**config.mk**
```make
export PLATFORM = sky130hd
export DESIGN_NAME = seq_chunk_feeder_flat
export DESIGN_NICKNAME = d
export VERILOG_FILES = /design/src/rtl/seq_chunk_feeder_pkg.sv /design/src/rtl/seq_chunk_feeder_if.sv /design/src/rtl/seq_chunk_feeder_lane.sv /design/src/rtl/seq_chunk_feeder.sv /design/src/flat_wrapper.sv
export SDC_FILE = /design/constraint.sdc
export NUM_CORES = 1
export LEC_CHECK = 0
export CORE_UTILIZATION = 29
export DETAILED_ROUTE_END_ITERATION = 6
export GPL_TIMING_DRIVEN = 0
export PLACE_DENSITY = 0.55
export SLEW_MARGIN = 20
export SYNTH_ARGS = -nofsm -noshare
export SYNTH_HDL_FRONTEND = slang
export SYNTH_SLANG_ARGS = --single-unit
export TNS_END_PERCENT = 10
```
**constraint.sdc**
```tcl
create_clock -name clk -period 3.4 [get_ports clk]
set_input_delay 0.85 -clock clk [delete_from_list [all_inputs] [get_ports clk]]
set_output_delay 0.85 -clock clk [all_outputs]
set_load 0.01 [all_outputs]
```
**src/rtl/seq_chunk_feeder_pkg.sv**
```systemverilog
// Shared constants for the S/T sequence feeders: chunk size, nucleotide codes
// and the 2-bit-per-element packing used on sIn/tIn.
package seq_chunk_feeder_pkg;

    localparam int PE_Array_size = 8;
    localparam int BASE_W        = 2;

    typedef logic [BASE_W-1:0] base_t;

    localparam base_t BASE_A = 2'd0;
    localparam base_t BASE_C = 2'd1;
    localparam base_t BASE_G = 2'd2;
    localparam base_t BASE_T = 2'd3;

endpackage

```
**src/rtl/seq_chunk_feeder_if.sv**
```systemverilog
// Host base stream in, controller chunk request/response out; element i of
// seqOut sits at bits [2i+1:2i].
interface seq_chunk_feeder_if #(
    parameter int PE_ARRAY_SIZE = seq_chunk_feeder_pkg::PE_Array_size
);
    logic                                                        base_valid;
    logic                                                        base_ready;
    seq_chunk_feeder_pkg::base_t                                 base_data;
    logic                                                        base_last;
    logic                                                        request;
    logic [PE_ARRAY_SIZE-1:0][seq_chunk_feeder_pkg::BASE_W-1:0]  seqOut;
    logic [PE_ARRAY_SIZE-1:0]                                    seqValid;
    logic                                                        seqLast;
    logic                                                        pending;

    modport master (
        output base_valid, base_data, base_last, request,
        input  base_ready, seqOut, seqValid, seqLast, pending
    );

    modport slave (
        input  base_valid, base_data, base_last, request,
        output base_ready, seqOut, seqValid, seqLast, pending
    );
endinterface

```
**src/rtl/seq_chunk_feeder_lane.sv**
```systemverilog
// One chunk element: a fill slot written by the host side and an output slot
// that takes the fill slot on a serve edge.
module seq_chunk_feeder_lane
    import seq_chunk_feeder_pkg::*;
(
    input  logic  clk,
    input  logic  rst_n,
    input  logic  wrEn,
    input  base_t wrData,
    input  logic  serve,
    output base_t laneOut,
    output logic  laneVld
);
    base_t fillData;
    logic  fillVld;

    // serve and wrEn are exclusive: a base is never accepted while a chunk is complete
    always_ff @(posedge clk or negedge rst_n) begin
        if (!rst_n) begin
            fillData <= '0;
            fillVld  <= 1'b0;
            laneOut  <= '0;
            laneVld  <= 1'b0;
        end else if (serve) begin
            laneOut  <= fillData;
            laneVld  <= fillVld;
            fillData <= '0;
            fillVld  <= 1'b0;
        end else if (wrEn) begin
            fillData <= wrData;
            fillVld  <= 1'b1;
        end
    end
endmodule

```
**src/rtl/seq_chunk_feeder.sv**
```systemverilog
// Packs a serial 2-bit base stream into PE_ARRAY_SIZE-element chunks and hands
// one chunk to the PE-array controller per request (one instance each for S and T).
module seq_chunk_feeder
    import seq_chunk_feeder_pkg::*;
#(
    parameter int PE_ARRAY_SIZE = PE_Array_size,
    parameter int CNT_W         = 4
) (
    input logic               clk,
    input logic               rst_n,
    seq_chunk_feeder_if.slave bus
);
    logic [CNT_W-1:0]                     fillCnt;
    logic                                 fillDone;
    logic                                 lastSeen;
    logic                                 pendingQ;
    logic                                 seqLastQ;
    logic                                 accept;
    logic                                 serve;
    logic [PE_ARRAY_SIZE-1:0][BASE_W-1:0] seqOutW;
    logic [PE_ARRAY_SIZE-1:0]             seqValidW;

    assign bus.base_ready = !fillDone;
    assign accept         = bus.base_valid && !fillDone;
    assign serve          = (bus.request || pendingQ) && fillDone;

    genvar g;
    generate
        for (g = 0; g < PE_ARRAY_SIZE; g++) begin : gLane
            seq_chunk_feeder_lane uLane (
                .clk     (clk),
                .rst_n   (rst_n),
                .wrEn    (accept && (fillCnt == CNT_W'(g))),
                .wrData  (bus.base_data),
                .serve   (serve),
                .laneOut (seqOutW[g]),
                .laneVld (seqValidW[g])
            );
        end
    endgenerate

    always_ff @(posedge clk or negedge rst_n) begin
        if (!rst_n) begin
            fillCnt  <= '0;
            fillDone <= 1'b0;
            lastSeen <= 1'b0;
            pendingQ <= 1'b0;
            seqLastQ <= 1'b0;
        end else if (serve) begin
            seqLastQ <= lastSeen;
            fillCnt  <= '0;
            fillDone <= 1'b0;
            lastSeen <= 1'b0;
            pendingQ <= 1'b0;
        end else begin
            // a request with no complete chunk waits; further requests fold into it
            if (bus.request)
                pendingQ <= 1'b1;
            if (accept) begin
                fillCnt  <= fillCnt + 1'b1;
                lastSeen <= bus.base_last;
                fillDone <= bus.base_last || (fillCnt == CNT_W'(PE_ARRAY_SIZE - 1));
            end
        end
    end

    assign bus.seqOut   = seqOutW;
    assign bus.seqValid = seqValidW;
    assign bus.seqLast  = seqLastQ;
    assign bus.pending  = pendingQ;
endmodule
```
**src/flat_wrapper.sv**
```systemverilog
// flat-port wrapper written by rule: the top's interface ports become plain ports
module seq_chunk_feeder_flat import seq_chunk_feeder_pkg::*;
#(
    parameter int PE_ARRAY_SIZE = PE_Array_size,
    parameter int CNT_W         = 4
)
  (clk, rst_n, bus_base_valid, bus_base_data, bus_base_last, bus_request, bus_base_ready, bus_seqOut, bus_seqValid, bus_seqLast, bus_pending);
  seq_chunk_feeder_if #(.PE_ARRAY_SIZE(PE_ARRAY_SIZE)) bus_i ();
  input logic clk;
  input logic rst_n;
  input wire logic [$bits(bus_i.base_valid)-1:0] bus_base_valid;
  input wire logic [$bits(bus_i.base_data)-1:0] bus_base_data;
  input wire logic [$bits(bus_i.base_last)-1:0] bus_base_last;
  input wire logic [$bits(bus_i.request)-1:0] bus_request;
  output wire logic [$bits(bus_i.base_ready)-1:0] bus_base_ready;
  output wire logic [$bits(bus_i.seqOut)-1:0] bus_seqOut;
  output wire logic [$bits(bus_i.seqValid)-1:0] bus_seqValid;
  output wire logic [$bits(bus_i.seqLast)-1:0] bus_seqLast;
  output wire logic [$bits(bus_i.pending)-1:0] bus_pending;
  assign bus_i.base_valid = bus_base_valid;
  assign bus_i.base_data = bus_base_data;
  assign bus_i.base_last = bus_base_last;
  assign bus_i.request = bus_request;
  assign bus_base_ready = bus_i.base_ready;
  assign bus_seqOut = bus_i.seqOut;
  assign bus_seqValid = bus_i.seqValid;
  assign bus_seqLast = bus_i.seqLast;
  assign bus_pending = bus_i.pending;
  seq_chunk_feeder #(.PE_ARRAY_SIZE(PE_ARRAY_SIZE), .CNT_W(CNT_W)) u_core (.clk(clk), .rst_n(rst_n), .bus(bus_i));
endmodule
```
==> impl_metrics.csv <==
group,metric,value,unit
worst_setup_path,crit_chain,"buf_2 > inv_1 > clkdlybuf4s50_1",
min_path,hold_path_class,"reg2reg",
timing,worst_slack,1105,ps
yosys,synthCells,256,
clock_tree,cts_tree,"yes",
global_route,grt_pass1_vias,1875,
global_route,grt_pass1_wl,9446,um
cells_and_area,layout-drive-gt1-share,10.51,%
yosys,synth_cell_type_count,29,
timing,post-route-period-util,67.49,%
clock_tree,cts_made_buffers,5,
yosys,synth_nets,267,
placed_design,dp_hpwl,3915,um
status,outcome,"complete, but fails checks",
clock_tree,post_cts_resized,0,
timing,maxSlewHeadroom,52.38,%
yosys,yosysTopAreaCell,"dfrtp_1",
clock_tree,ctsHtreeMaxLevel,2,
drt,vias_per_cell,4.675,
global_route,grt_max_degree,57,
timing,fmax,435.8,MHz
power_and_ir_drop,power_density,756.8,mW/mm2
power_and_ir_drop,p_leak,1.461,nW
yosys,yosys_warnings,0,
global_route,met3_usage,2.846,%
yosys,syn_area_per_cell,9.482,um2
drt,drc,2,
yosys,netlist.area_leader.share,57.73,%
global_route,busiest_layer,"met2",
clock_tree,cts_root_buf,"clkbuf_8",
timing,slew_violations,0,
global_route,antenna_found_initial,0,
run,max_cap_violations,0,
global_route,track_usage,14.11,%
clock_tree,worstSkewPairLatency,310,ps
drt,ant_nets,0,
worst_setup_path,critPathLaunchType,"flip-flop",
min_path,holdPathEnd,"u_core.gLane[6].uLane.laneOut[0]",
worst_setup_path,worstPathRequired,2550,ps
worst_setup_path,reg2reg_from,"u_core.fillCnt[0]",
clock_tree,cts_buffer_depth,2,
die,core,0.008175,mm2
drt,wire_per_inst,14.09,um
cells_and_area,final_cell_count_no_fill,400,
global_route,grt_use_met2,22.30,%
yosys,synth.area.top_cells,"dfrtp_1 58%, nand2_1 14%, buf_4 3.4%",
yosys,ys_seq_elements,56,
drt,drt_iter0_drc,157,
global_route,grt_overflow,0,
cells_and_area,insertedDiodeCount,0,
worst_setup_path,worst_setup_path_end_kind,"primary output",
clock_tree,clk_pin_slew,100,ps
cells_and_area,final_nets,305,
placed_design,gp_congestion,0.8500,
placed_design,place_ws,1151,ps
die,start_util,29.69,%
power_and_ir_drop,vdd_drop_max,0.3473,mV
worst_setup_path,ff2ff_path_depth,5,
worst_setup_path,crit_type,"reg2out",
die,io_pins,34,
global_route,use_met1,19.79,%
worst_setup_path,critPathMaxStageDelay,520,ps
die,die_w,93.49,um
drt,firstDrtPassIters,6,
cells_and_area,layout_commonest_cell,"nand2_1",
die,die_h,93.49,um
cells_and_area,final_cell_mix,"90 x nand2_1, 56 x dfrtp_1, 30 x clkdlybuf4s50_1",
timing,hold_violations,0,
min_path,worstHoldStart,"u_core.gLane[6].uLane.fillData[0]",
timing,finClkSkew,7.424,ps
clock_tree,cts_hold_buf,0,
clock_tree,cts.sinks,56,
placed_design,place_area,0.002867,mm2
min_path,whs_path_depth,2,
timing,setup_viol,0,
timing,whs,475.1,ps
worst_setup_path,cp_slowest_cell,"clkdlybuf4s50_1",
die,die-area,0.008740,mm2
drt,drt-total-wl,5635,um
worst_setup_path,crit_fanout,10,
timing,worst_slew_pin_slew,714.2,ps
cells_and_area,synthToLayoutAreaGrowth,22.89,%
worst_setup_path,worstReg2RegEnd,"u_core.gLane[2].uLane.fillData[0]",
yosys,syn-cell-area,0.002427,mm2
cells_and_area,filler_cell_count,868,
placed_design,port-buffer-count,31,
timing,fin_crit,2295,ps
status,violations,"DRC",
yosys,ys_seq_area_share,57.73,%
worst_setup_path,worstPathArrival,1440,ps
worst_setup_path,r2r_slack,1620,ps
timing,rsz0062_at_grt,"false",
cells_and_area,fin_util,36.49,%
drt,vias,1870,
placed_design,dp_cells,392,
cells_and_area,design_area,0.002983,mm2
clock_tree,postCtsSetupBuffers,0,
die,rows,33,
==> state kept, by name, indices dropped and copies added (netlist names) <==
name                         flops
u_core.gLane.uLane.fillVld       8
u_core.gLane.uLane.laneOut      16
u_core.fillCnt                   4
u_core.lastSeen                  1
u_core.gLane.uLane.laneVld       8
u_core.bus.seqLast               1
u_core.gLane.uLane.fillData     16
u_core.fillDone                  1
u_core.bus.pending               1
==> cell families (layout without fill, tap and decap cells) <==
| logic type | after synthesis | in the layout | synth area share, % |
|---|---|---|---|
| AND/OR/NAND/NOR | 128 | 128 | 22.68 |
| multiplexers | 1 | 1 | 0.4124 |
| adder cells (fa/ha/maj) | 4 | 4 | 2.062 |
| buffers and inverters | 29 | 68 | 7.370 |
| flip-flops | 56 | 56 | 57.73 |
| AO/OA/AOI/OAI | 38 | 38 | 9.743 |
==> cells in the mapped netlist, drive strengths merged <==
master	instances
nand2	90
dfrtp	56
buf	21
nand4	13
o21ai	13
nor2	10
a21oi	8
a31oi	6
o311ai	6
clkbuf	5
nand3	5
ha	4
nand3b	4
inv	3
o21a	3
nor3	2
a21o	1
and2b	1
and3b	1
mux2i	1
nand2b	1
nor2b	1
o31ai	1
==> worst max path at each step <==
stage	startpoint	end	slack, ps
final	u_core.fillDone	bus_base_ready	1110
after global routing	u_core.fillDone	bus_base_ready	1030
after CTS	u_core.fillDone	bus_base_ready	1090
after detailed placement	bus_base_valid	u_core.gLane[3].uLane.fillData[0]	1150
after global placement	rst_n	u_core.gLane[2].uLane.laneOut[0]	-300
after floorplan	bus_base_valid	u_core.gLane[4].uLane.fillVld	1850
==> metrics by stage <==
step                      TNS, ps  total power, mW
after floorplan                 0            1.452
after global placement     -16390            1.814
after detailed placement        0            1.824
after CTS                       0            2.274
after global routing            0            2.413
final                           0            2.257
==> worst max-delay path: cells and delay by family (launching register included) <==
| kind | cells | cell delay (ps) |
|---|---|---|
| buf+inv | 3 | 750 |
| flops | 1 | 380 |
==> power breakdown <==
part	internal [mW]	total [mW]	switching (mW)
clock network	0.222	0.451	0.228
logic	0.363	0.876	0.512
registers	0.833	0.931	0.0985
==> final cells by class <==
type | count | area (um2) | area share [%]
Sequential cell | 56 | 1401 | 46.98
Tap cell | 105 | 131.4 | 4.404
Inverter | 3 | 11.26 | 0.3775
Timing Repair Buffer | 31 | 307.8 | 10.32
Buffer | 26 | 167.7 | 5.621
Clock inverter | 3 | 47.55 | 1.594
Multi-Input combinational cell | 171 | 847.1 | 28.40
Clock buffer | 5 | 68.82 | 2.307
==> layer usage <==
layer  up-vias  share of wire [%]
met5         -                  0
met4         0               0.91
met3         7                5.3
met2        60                 45
met1       883                 49
li1        920                  -
Power figures use the tool's default switching activity.
